### config.mk
export PLATFORM = sky130hd
export DESIGN_NAME = nibble_add_seq
export DESIGN_NICKNAME = d
export VERILOG_FILES = /design/src/rtl/nibble_add_seq.sv
export SDC_FILE = /design/constraint.sdc
export NUM_CORES = 1
export LEC_CHECK = 0
export CORE_MARGIN = 8
export CORE_UTILIZATION = 50
export CTS_CLUSTER_DIAMETER = 150
export CTS_CLUSTER_SIZE = 14
export DETAILED_ROUTE_END_ITERATION = 16
export GPL_TIMING_DRIVEN = 0
export PLACE_DENSITY = 0.88
export SLEW_MARGIN = 10
export SYNTH_ARGS = -nofsm -noshare
export SYNTH_HDL_FRONTEND = slang
export SYNTH_SLANG_ARGS = --single-unit
### constraint.sdc
create_clock -name clk -period 3.3 [get_ports clk]
set_input_delay 0.33 -clock clk [delete_from_list [all_inputs] [get_ports clk]]
set_output_delay 0.33 -clock clk [all_outputs]
set_load 0.1 [all_outputs]
### src/rtl/nibble_add_seq.sv
// nibble_add_seq
//   Multi-cycle sequencer that forms a W = 4*NIBBLES bit sum by driving an
//   external 4-bit ripple adder one nibble per cycle, LSB nibble first.
//   Each nibble's carry-out feeds the next nibble's carry-in.
//
// Optional feature (compile-time macro NIBBLE_ADD_SUB_EN):
//   Adds op_sub (subtract request, latched with the operands) and ovf_s
//   (signed overflow of the W-bit result).
//
// Ports:
//   clk, rst_n            clock (rising edge), asynchronous active-low reset
//   req_valid/req_ready   request handshake carrying op_a, op_b, op_cin
//   add_a/add_b/add_cin   drive the external adder (0 outside RUN)
//   add_y/add_cout/add_zero  adder sum nibble, carry-out, nibble-zero flag
//   res_valid/res_ready   result handshake carrying result, carry_out, zero
//   fsm_state             current FSM state (IDLE=0, RUN=1, DONE=2)
//
// Handshakes: a transfer happens on a rising edge where valid && ready are
// both high. req_ready is high only in IDLE; req_valid is ignored elsewhere.
// res_valid is high only in DONE; result/carry_out/zero stay stable until
// res_ready is seen, and res_ready is ignored outside DONE.

module nibble_add_seq #(
  parameter int NIBBLES = 4
) (
  input  logic                   clk,
  input  logic                   rst_n,
  input  logic                   req_valid,
  output logic                   req_ready,
  input  logic [4*NIBBLES-1:0]   op_a,
  input  logic [4*NIBBLES-1:0]   op_b,
  input  logic                   op_cin,
`ifdef NIBBLE_ADD_SUB_EN
  input  logic                   op_sub,
  output logic                   ovf_s,
`endif
  output logic [3:0]             add_a,
  output logic [3:0]             add_b,
  output logic                   add_cin,
  input  logic [3:0]             add_y,
  input  logic                   add_cout,
  input  logic                   add_zero,
  output logic                   res_valid,
  input  logic                   res_ready,
  output logic [4*NIBBLES-1:0]   result,
  output logic                   carry_out,
  output logic                   zero,
  output logic [1:0]             fsm_state
);

  localparam int W  = 4 * NIBBLES;
  // Keep the index at least one bit wide so NIBBLES=1 still elaborates.
  localparam int IW = (NIBBLES > 1) ? $clog2(NIBBLES) : 1;
  localparam logic [IW-1:0] LAST_IDX = IW'(NIBBLES - 1);

  typedef enum logic [1:0] {
    IDLE = 2'd0,
    RUN  = 2'd1,
    DONE = 2'd2
  } state_t;

  state_t          state;
  logic [IW-1:0]   idx;
  logic [W-1:0]    a_q;
  logic [W-1:0]    b_q;
  logic            carry_q;
  logic            zacc_q;
`ifdef NIBBLE_ADD_SUB_EN
  logic            sub_q;
`endif

  // Bit offset of the current nibble inside the operand/result words.
  logic [IW+1:0]   base;
  assign base      = {idx, 2'b00};
  assign fsm_state = state;

  // Adder inputs: selected nibble while running, quiet zero otherwise.
  always_comb begin
    add_a   = 4'd0;
    add_b   = 4'd0;
    add_cin = 1'b0;
    if (state == RUN) begin
      add_a   = a_q[base +: 4];
`ifdef NIBBLE_ADD_SUB_EN
      // Subtraction is A + ~B + 1; the +1 sits in carry_q from acceptance.
      add_b   = b_q[base +: 4] ^ {4{sub_q}};
`else
      add_b   = b_q[base +: 4];
`endif
      add_cin = carry_q;
    end
  end

  always_ff @(posedge clk or negedge rst_n) begin
    if (!rst_n) begin
      state     <= IDLE;
      idx       <= '0;
      a_q       <= '0;
      b_q       <= '0;
      carry_q   <= 1'b0;
      zacc_q    <= 1'b0;
      req_ready <= 1'b1;
      res_valid <= 1'b0;
      result    <= '0;
      carry_out <= 1'b0;
      zero      <= 1'b0;
`ifdef NIBBLE_ADD_SUB_EN
      sub_q     <= 1'b0;
      ovf_s     <= 1'b0;
`endif
    end else begin
      case (state)
        IDLE: begin
          if (req_valid) begin
            a_q       <= op_a;
            b_q       <= op_b;
            idx       <= '0;
            zacc_q    <= 1'b1;
            req_ready <= 1'b0;
            state     <= RUN;
`ifdef NIBBLE_ADD_SUB_EN
            sub_q     <= op_sub;
            carry_q   <= op_sub ? 1'b1 : op_cin;
`else
            carry_q   <= op_cin;
`endif
          end
        end

        RUN: begin
          result[base +: 4] <= add_y;
          carry_q           <= add_cout;
          zacc_q            <= zacc_q & add_zero;
          if (idx == LAST_IDX) begin
            idx       <= '0;
            carry_out <= add_cout;
            zero      <= zacc_q & add_zero;
            res_valid <= 1'b1;
            state     <= DONE;
`ifdef NIBBLE_ADD_SUB_EN
            // Overflow when both addends share a sign the result lacks;
            // add_y[3] is the result sign bit of the top nibble.
            ovf_s <= (a_q[W-1] == (b_q[W-1] ^ sub_q)) &&
                     (add_y[3] != a_q[W-1]);
`endif
          end else begin
            idx <= idx + IW'(1);
          end
        end

        DONE: begin
          if (res_ready) begin
            res_valid <= 1'b0;
            req_ready <= 1'b1;
            state     <= IDLE;
          end
        end

        default: begin
          state     <= IDLE;
          req_ready <= 1'b1;
          res_valid <= 1'b0;
        end
      endcase
    end
  end

endmodule

==> qor.txt <==
Hold WC Path Type -> in -> async
Antenna Cells -> 0
Vias -> 1986
Startpoint type of the worst setup path -> register
DRC -> 0
Worst EP arrival -> 2.68 ns
Top cell type by total area after synthesis -> dfrtp_1
Routability cong. -> 0.760
Hold WS -> 0.0183 ns
CTS Root Cell -> clkbuf_8
Fmax -> 332 MHz
DIE HEIGHT -> 90.6 µm
EDFF count, synth -> 0
Gr ovfl total -> 0
Initial DRT Pass Iterations -> 4
CTS H-tree lvls -> 3
Critical path type -> reg -> out
Required time of the critical path -> 2.97 ns
CP Cell Sequence -> buf_4 > nor2b_1 > buf_2 > nand2_1 > o22ai_1 > dlygate4sd2_1
Critical Path Start -> fsm_state[0]
Fin. Hold Viols -> 0
Global-route wire length before repair -> 10.6 mm
Rel. slew slack -> 33.8%
Status -> completed
Cts bufs inserted -> 9
Sum of negative setup slack -> 0 ns
# fillers -> 402
Die area -> 8210 µm²
Post-route cell area -> 3840 µm²
Final wirelength -> 6.35 mm
Fin crit share -> 91.3%
Reg-to-reg endpoint -> result[10]
Syn. warnings -> 0
Total GRT Usage -> 16.1%
Clock Sink Count -> 58
Synth area leaders -> dfrtp_1 51%, mux2_4 15%, mux2i_1 5.8%
Synthesized area per cell -> 12.8 µm²
Mapped cell area -> 2780 µm²
Layout Utilization -> 70.6%
Cts hold-fix bufs -> 0
Cell Rows -> 27
Most used DFF post-synth -> dfrtp_1
Dpl cell area -> 3620 µm²
Clock Path Buffers -> 2
Multi-input gate area -> 1220 µm²
Reg area -> 1450 µm²
Yosys cell types -> 34
Reg2reg setup slack -> 1.00 ns
Number of global-route vias before repair -> 2113
Area fraction of the dominant cell type after synthesis -> 51.3%
Yosys reg bits -> 58
Post-CTS Setup Inserts -> 0
Worst reg2reg startpoint -> idx[1]
Worst-Margin Slew -> 0.990 ns
CP endpoint kind -> output port
Cells after Synth -> 217
Largest net degree at the start of global routing -> 31
Worst skew pair latency -> 0.34 ns
Starting density of the core -> 51.1%
Final nets -> 351
Die Span X -> 90.6 µm
Antenna violations before repair -> 0
Sequential area share after synthesis -> 52.2%
Worst reg2reg path depth -> 8
CTS clk-pin slew, worst paths -> 0.06 ns
Maxcap violations -> 0
Vias per cell -> 5.24
Final Setup Violations -> 0
Avg WL per Cell -> 16.8 µm
Buffers on Ports -> 73
Area growth, synth to finish -> 38.0%
Clk_skew -> 0.00572 ns
Unrepaired setup endpoints after global routing -> no
Post-Syn Nets -> 266
CP max-delay cell -> dlygate4sd2_1
Post-route ant nets -> 0
IO Pins -> 74
Final slew viol count -> 0
Layout cells sized above 1 -> 21.2%
CTS tree -> done
DP HPWL -> 4.78 mm
First-iteration detailed-routing DRC count -> 53
Crit-path max FO -> 10
Core area -> 5440 µm²
Max incr delay on CP -> 0.89 ns
Min cycle time layout -> 3.01 ns
FFs w/ async S/R, synth -> 100%
layer usage:
layer / vias up / wire, µm / GRT usage, %
li1: 937 / - / -
met1: 951 / 2840 / 19.6
met2: 87 / 2950 / 25.6
met3: 11 / 467 / 5.32
met4: 0 / 93 / 6.24
met5: - / 0 / 0
cells in the mapped netlist (2+ instances only):
cell / instances
buf_12: 3
mux2_2: 5
ha_1: 6
buf_2: 3
nand2b_1: 2
o22ai_1: 8
nand3b_1: 4
mux2i_1: 16
nor2_1: 3
dfrtp_1: 57
mux2_4: 28
o21ai_0: 19
o2bb2ai_1: 4
nand2_1: 31
nand3_1: 5
inv_1: 4
nor4b_2: 2
how the worst max path moves through the flow:
stage / depth (start not counted) / endpoint / slack (ns)
after floorplan: 5 / add_a[0] / -0.21
after global placement: 1 / a_q[13] / 0.23
after detailed placement: 6 / add_b[3] / 0.36
after CTS: 6 / add_b[1] / 0.0005
after global routing: 6 / add_a[0] / 0.18
final: 6 / add_b[2] / 0.29
through the flow:
step / std cells / setup slack [ns]
2_1_floorplan: 217 / -0.206
3_3_place_gp: 362 / 0.226
3_5_place_dp: 363 / 0.357
4_1_cts: 379 / 0.000546
5_1_grt: 379 / 0.181
6_report: 379 / 0.286
cells by family after synthesis:
| family | share of synthesized area, % |
|---|---|
| compound gates | 8.37 |
| fa+ha+maj | 2.70 |
| simple gates | 9.63 |
| flops | 52.2 |
| mux | 22.9 |
| buf+inv | 4.18 |
what timing repair did:
item	CTS	global route
pin swaps	0	0
endpoints found under the setup margin	3	5
gates resized for setup	3	5
flip-flops by register name (all words and copies together) (netlist names):
name / count
res_valid: 1
fsm_state: 2
idx: 2
zacc_q: 1
zero: 1
a_q: 16
b_q: 16
req_ready: 1
carry_q: 1
result: 16
carry_out: 1
worst max-delay path: cells and delay by family (launching register included):
family	cells	cell delay [ns]
buffers and inverters	3	1.28
AND/OR/NAND/NOR	2	0.39
flip-flops	1	0.38
AO/OA/AOI/OAI	1	0.29
layout by cell type, fill, tap and decap left out, types with 2 or more instances in the layout:
cell / Yosys / final
buf_12: 3 / 4
buf_2: 3 / 4
clkbuf_1: 1 / 2
clkbuf_8: 0 / 11
clkdlybuf4s50_1: 0 / 64
clkinvlp_4: 0 / 2
dfrtp_1: 57 / 57
dlygate4sd2_1: 0 / 3
dlymetal6s2s_1: 0 / 5
ha_1: 6 / 6
inv_1: 4 / 4
mux2_2: 5 / 5
mux2_4: 28 / 28
mux2i_1: 16 / 16
nand2_1: 31 / 31
nand2b_1: 2 / 2
nand3_1: 5 / 5
nand3b_1: 4 / 4
nor2_1: 3 / 3
nor4b_2: 2 / 2
o21ai_0: 19 / 19
o22ai_1: 8 / 7
o2bb2ai_1: 4 / 4
cell type report:
type,instances,share of cell area [%]
multi-input cells,145,31.8
repair buffers,74,19.7
inverters,4,0.391
well taps,72,2.35
plain buffers,10,2.64
clock buffers,12,4.04
flip-flops and latches,58,37.9
clock inverters,4,1.30
Power is not shown: default switching activity piles up to over one toggle a cycle in this logic, so the estimate is an artifact.
